`src/rtl/monolith_sponge_ctrl.sv`:
```
// Sponge controller in front of the Monolith permutation core: absorbs Mersenne-31
// words into the rate, pads, sequences permutations and presents the digest.
module monolith_sponge_ctrl #(
  parameter int unsigned WORD_WIDTH  = 31,
  parameter int unsigned STATE_SIZE  = 16,
  parameter int unsigned RATE        = 8,
  parameter int unsigned DIGEST_SIZE = 8
) (
  input  logic                                     clk,
  input  logic                                     reset,
  input  logic                                     in_valid,
  output logic                                     in_ready,
  input  logic [WORD_WIDTH-1:0]                    in_data,
  input  logic                                     in_last,
  output logic                                     hash_reset,
  output logic [STATE_SIZE-1:0][WORD_WIDTH-1:0]    hash_state_in,
  input  logic [STATE_SIZE-1:0][WORD_WIDTH-1:0]    hash_state_out,
  input  logic                                     hash_valid,
  output logic                                     digest_valid,
  input  logic                                     digest_ready,
  output logic [DIGEST_SIZE-1:0][WORD_WIDTH-1:0]   digest
);

  localparam int unsigned POS_W = (RATE > 1) ? $clog2(RATE) : 1;
  localparam logic [WORD_WIDTH-1:0] MODULUS  = {WORD_WIDTH{1'b1}};
  localparam logic [POS_W-1:0]      LAST_POS = POS_W'(RATE - 1);

  localparam logic [1:0] ST_ABSORB  = 2'd0;
  localparam logic [1:0] ST_PAD     = 2'd1;
  localparam logic [1:0] ST_PERMUTE = 2'd2;
  localparam logic [1:0] ST_SQUEEZE = 2'd3;

  logic [1:0]                              fsm_q, fsm_n;
  logic [STATE_SIZE-1:0][WORD_WIDTH-1:0]   state_q, state_n;
  logic [POS_W-1:0]                        pos_q, pos_n;
  logic                                    final_q, final_n;
  logic                                    pad_pending_q, pad_pending_n;
  logic                                    perm_first_q, perm_first_n;

  // Modular add; an input equal to p is the field's zero.
  function automatic logic [WORD_WIDTH-1:0] field_add(input logic [WORD_WIDTH-1:0] a,
                                                      input logic [WORD_WIDTH-1:0] b);
    logic [WORD_WIDTH-1:0] b_red;
    logic [WORD_WIDTH:0]   sum;
    b_red = (b == MODULUS) ? '0 : b;
    sum   = {1'b0, a} + {1'b0, b_red};
    if (sum >= {1'b0, MODULUS}) sum = sum - {1'b0, MODULUS};
    return sum[WORD_WIDTH-1:0];
  endfunction

  always_ff @(posedge clk or posedge reset) begin
    if (reset) begin
      fsm_q         <= ST_ABSORB;
      state_q       <= '0;
      pos_q         <= '0;
      final_q       <= 1'b0;
      pad_pending_q <= 1'b0;
      perm_first_q  <= 1'b0;
    end else begin
      fsm_q         <= fsm_n;
      state_q       <= state_n;
      pos_q         <= pos_n;
      final_q       <= final_n;
      pad_pending_q <= pad_pending_n;
      perm_first_q  <= perm_first_n;
    end
  end

  always_comb begin
    fsm_n         = fsm_q;
    state_n       = state_q;
    pos_n         = pos_q;
    final_n       = final_q;
    pad_pending_n = pad_pending_q;
    perm_first_n  = 1'b0;
    case (fsm_q)
      ST_ABSORB: begin
        if (in_valid) begin
          state_n[pos_q] = field_add(state_q[pos_q], in_data);
          if (pos_q == LAST_POS) begin
            pos_n        = '0;
            fsm_n        = ST_PERMUTE;
            perm_first_n = 1'b1;
            if (in_last) pad_pending_n = 1'b1;
          end else begin
            pos_n = pos_q + POS_W'(1);
            if (in_last) fsm_n = ST_PAD;
          end
        end
      end
      ST_PAD: begin
        state_n[pos_q] = field_add(state_q[pos_q], WORD_WIDTH'(1));
        final_n        = 1'b1;
        pad_pending_n  = 1'b0;
        fsm_n          = ST_PERMUTE;
        perm_first_n   = 1'b1;
      end
      ST_PERMUTE: begin
        // The core is just leaving reset in the first cycle, so its valid is not trusted yet.
        if (hash_valid && !perm_first_q) begin
          state_n = hash_state_out;
          if (final_q) begin
            fsm_n = ST_SQUEEZE;
          end else if (pad_pending_q) begin
            fsm_n = ST_PAD;
            pos_n = '0;
          end else begin
            fsm_n = ST_ABSORB;
          end
        end
      end
      ST_SQUEEZE: begin
        if (digest_ready) begin
          state_n       = '0;
          pos_n         = '0;
          final_n       = 1'b0;
          pad_pending_n = 1'b0;
          fsm_n         = ST_ABSORB;
        end
      end
      default: fsm_n = ST_ABSORB;
    endcase
  end

  assign in_ready      = (fsm_q == ST_ABSORB) && !reset;
  assign hash_reset    = (fsm_q != ST_PERMUTE) || reset;
  assign digest_valid  = (fsm_q == ST_SQUEEZE);
  assign hash_state_in = state_q;
  assign digest        = state_q[DIGEST_SIZE-1:0];

endmodule

```
`config.mk`:
```
export PLATFORM = sky130hd
export DESIGN_NAME = monolith_sponge_ctrl
export DESIGN_NICKNAME = d
export VERILOG_FILES = /design/src/rtl/monolith_sponge_ctrl.sv
export SDC_FILE = /design/constraint.sdc
export NUM_CORES = 2
export LEC_CHECK = 0
export ABC_CLOCK_PERIOD_IN_PS = 20300
export BUFFER_PORTS_ARGS = -buffer_cell sky130_fd_sc_hd__clkbuf_2
export CAP_MARGIN = 15
export CELL_PAD_IN_SITES_DETAIL_PLACEMENT = 2
export CELL_PAD_IN_SITES_GLOBAL_PLACEMENT = 2
export CORE_AREA = 5 5 493 495
export DETAILED_ROUTE_END_ITERATION = 16
export DIE_AREA = 0 0 498 500
export PLACE_DENSITY_LB_ADDON = 0.08
export REMOVE_ABC_BUFFERS = 1
export SLEW_MARGIN = 20
export SYNTH_ARGS = -nofsm -noshare
export SYNTH_HDL_FRONTEND = slang
export SYNTH_SLANG_ARGS = --single-unit
```
`constraint.sdc`:
```
create_clock -name clk -period 20.3 [get_ports clk]
set_input_delay 2.03 -clock clk [delete_from_list [all_inputs] [get_ports clk]]
set_output_delay 2.03 -clock clk [all_outputs]
set_load 0.05 [all_outputs]
```
* Word level (Yosys, flattened, before mapping)
Cells that the tools add are included.
** Cells by class
- Add/subtract/negate cells :: 5
- Equal/unequal tests :: 14
- Reduce and logical (&&, ||, !) cells :: 15
- Muxes and demuxes :: 40
- $lt $le $gt $ge :: 4
** Operators with widths (count)
- one-hot mux 496 bit (4 select lines) :: 1
- two-way mux 496 bit :: 3
- bitwise mux 496 bit :: 2
- two-way mux 31 bit :: 8
- binary-select mux 31 bit (select 3 bit) :: 1
- demux 31 bit (select 3 bit) :: 1
- >= comparator 32 x 31 -> 1 bit, second input constant :: 2
- subtractor 31 bit, second input constant :: 2
- adder 31 x 1 -> 32 bit, second input constant :: 1
- adder 31 x 31 -> 32 bit :: 1
- equality test 31 bit, second input constant :: 1
- two-way mux 3 bit :: 6
- != test 2 bit, second input constant :: 7
- two-way mux 2 bit :: 6
- one-hot mux 3 bit (3 select lines) :: 1
- one-hot mux 2 bit (4 select lines) :: 1
- two-way mux 1 bit :: 7
- AND reduction 6 bit :: 1
- nonzero test 3 bit :: 2
- < comparator 3 x 5 -> 1 bit, second input constant :: 1
- AND reduction 5 bit :: 1
- equality test 2 bit, second input constant :: 2
- one-hot mux 1 bit (2 select lines) :: 2
- AND reduction 4 bit :: 1
- 14 further kinds :: 17
** Storage, ports and cells
- Bits of input ports :: 533
- Output and inout bits :: 747
- Register bits :: 504

* Depth between registers and ports, before layout
- Word-level depth :: 10
- Mapped depth :: 25

* Worst setup path before layout
Ideal clock, no wire load.
- Kind :: input -> output
- From :: input reset
- To :: output hash_reset
- Data arrival time :: 16.229 ns
- Slack :: 2.041 ns
- Path buffers :: 0
- Cell stages on the path :: 2
- Required time :: 18.270 ns
- Path through :: inv_1 > nand2_1
** On the way
- Longest elaborated chain between the ends :: 1
** Ends and longest elaborated chain
- from (decl) :: RTL line 10 : input logic reset,
- logical OR 1 bit :: RTL line 126 : assign hash_reset = (fsm_q != ST_PERMUTE) || reset;
- to (decl) :: RTL line 15 : output logic hash_reset,
Every way passes these cells.

==> results.md <==
- Die area: 249000 µm²
- Clock Tree Root: clkbuf_16
- Synthesized flop and latch total: 504
- CP dominant cell by count: buf_4
- Die Y: 500 µm
- Final period utilization: 44.5%
- Max clock buf depth: 3
- Fin util: 18.2%
- # hold bufs at CTS: 0
- Worst-path clk slew: 0.06 ns
- Gr ovfl total: 0
- R2R cell count: 19
- Status: complete, no violations
- Hold Path Cell Cnt: 1
- CP Capture Type: flop
- Horiz. Die Dim: 498 µm
- Critical path's slowest cell: xnor2_2
- Row cnt: 179
- Synth unique cells: 101
- Largest net degree at the start of global routing: 119
- Fill count: 27400
- Post-layout net count: 4961
- Min-delay worst type: flop to flop
- DR WL met3: 18.1 mm
- Met2 Wirelength: 157 mm
- GR Util All Layers: 24.7%
- Synth Instances: 3407
- Highest metal used: met5
- Arr. time, crit path: 9.65 ns
- Crit-path cells: buf_4 > buf_4 > mux4_2 > mux2i_1 > inv_1 > fa_1 > a21o_1 > a221oi_2 > o22ai_1 > or3_1 > a31oi_1 > xor2_1 > or4_1 > nor4_4 > nand2b_1 > nand4b_1 > xnor2_2 > nand2_1 > a41oi_1
- Final setup fails: 0
- Area of the mapped netlist: 31900 µm²
- RSZ-0062 raised after global routing: false
- M1 wire length: 136 mm
- Share of cells above drive strength 1: 38.4%
- Max-cap viol count: 0
- Worst-path maximum fanout: 41
- Antenna violations before repair: 155
- DRT iter0 DRCs: 3295
- Clock Latency Late Sink: 0.71 ns
- Routed WL: 322 mm
- WS Path Type: flop to flop
- PostCTS Resize Cnt: 0
- Worst Skew: 0.0344 ns
- Avg WL per Cell: 42.1 µm
- I/O Pins: 1280
- Peak per-stage delay on the critical path: 0.85 ns
- H-tree levels: 3
- Setup Fix Bufs, Post-CTS: 0
- Hold Vio Cnt, Final: 0
- Vias in the first global route: 37900
- Post-synthesis sequential area ratio: 39.6%
- Slew @ Worst Pin: 1.29 ns
- Most frequent cells in the layout: clkbuf_2, dfrtp_1, nand2_1
- Worst Setup Start Kind: flop
- Final min period: 9.04 ns
- EDFF count, synth: 0
- Num CTS Buffers: 77
- DR vias/cell: 4.73
- Port bufs: 1279
- Area Overhead vs Synth: 35.5%
- # DRC: 0
- Pins Over Slew Limit: 0
- Via count: 36200
- Ys Warns: 0
- Syn avg cell area: 9.35 µm²
- CP Data Required Time: 20.91 ns
- Final GP Congestion: 0.829
- Initial Util: 13.4%
- Worst slew margin: 13.3%
- Main synth FF type: dfrtp_1
- Drt first pass iters: 7
- Asr flop ratio synth: 100%
- Most common library cell in the layout ignoring fill and taps: clkbuf_2
- TritonCTS clock tree: yes
- ANT nets after route: 0
- Fmax: 111 MHz
- First-pass GRT wire length: 412 mm
- Setup TNS: 0 ns
- Core Area: 237000 µm²
- HPWL Detailed: 253 mm
- Clock sinks: 504
[critical path, delay by kind of cell, from the launching register on]
kind                       cells  cell delay, ns
DFF                            1            0.56
buffers and inverters          3            1.76
AOI/OAI and AO/OA              5            1.49
xor gates and xnor gates       2            1.04
muxes                          2            1.12
adders and majority gates      1            0.55
and+or+nand+nor                6            2.27
[through the flow]
step	instance area (µm²)	std cells	hold slack, ns	setup slack, ns
after floorplan	28800	2895	0.477	2.04
after global placement	40600	7478	0.487	10.95
after detailed placement	40600	7478	0.491	10.89
after CTS	43100	7606	0.507	11.15
after global routing	43100	7619	0.516	11.08
final	43200	7647	0.503	11.26
[final timing paths]
| kind | from | end | slack [ns] |
|---|---|---|---|
| max in group asynchronous | reset | async pin | 16.09 |
| setup / recovery | pos_q[2]$_DFFE_PP0P_ | flop | 11.26 |
| setup reg to reg | pos_q[2]$_DFFE_PP0P_ | flop | 11.26 |
| min in group asynchronous | reset | async pin | 1.38 |
| hold reg to reg | flop | flop | 0.50 |
| hold / removal | flop | flop | 0.50 |
[cell families (layout without fill, tap and decap cells)]
group           count (synthesis)  in the layout  synth area share [%]
fa+ha+maj                      38             38                  1.52
flops                         504            504                  39.6
other cells                     0             41                     0
compound gates               1237           1237                  28.3
buf+inv                       558           1590                  10.2
mux                           106            106                  5.29
simple gates                  881            881                  12.7
xor+xnor                       83             83                  2.38
[cells in the mapped netlist, types with 21 or more instances]
cell type | n | area [µm²]
nand3_1 | 62 | 310
o21ai_0 | 188 | 941
inv_1 | 43 | 161
a21oi_1 | 212 | 1060
a22oi_1 | 52 | 390
nand4_1 | 37 | 231
a22o_1 | 260 | 2280
and2_1 | 40 | 250
a31oi_1 | 62 | 388
nand2_1 | 326 | 1220
o22ai_1 | 28 | 175
nor2_1 | 266 | 998
xor2_1 | 24 | 210
o21a_1 | 50 | 375
nor3_1 | 40 | 200
mux4_2 | 34 | 766
dfrtp_1 | 504 | 12600
buf_4 | 259 | 1940
clkbuf_1 | 195 | 732
buf_2 | 22 | 110
a222oi_1 | 73 | 731
xnor2_1 | 55 | 482
o211ai_1 | 52 | 390
mux2i_1 | 46 | 460
ha_1 | 37 | 463
a221oi_1 | 51 | 447
a41oi_1 | 21 | 184
[per-layer routing]
metal,up-vias,global-route usage [%]
met3,420,4.94
li1,14700,-
met2,1636,42.4
met5,-,0
met4,36,7.72
met1,19400,31.1
[area by class of cell]
class	instances	area [µm²]	area share [%]
Inverter	46	180	0.417
Multi-Input combinational cell	2345	16400	38.1
Clock buffer	107	2210	5.12
Tap cell	3167	3960	9.18
Sequential cell	504	12600	29.2
Clock inverter	21	221	0.513
Timing Repair Buffer	1416	7440	17.2
Antenna cell	41	103	0.238
Power is not shown: default switching activity piles up to over one toggle a cycle in this logic, so the estimate is an artifact.
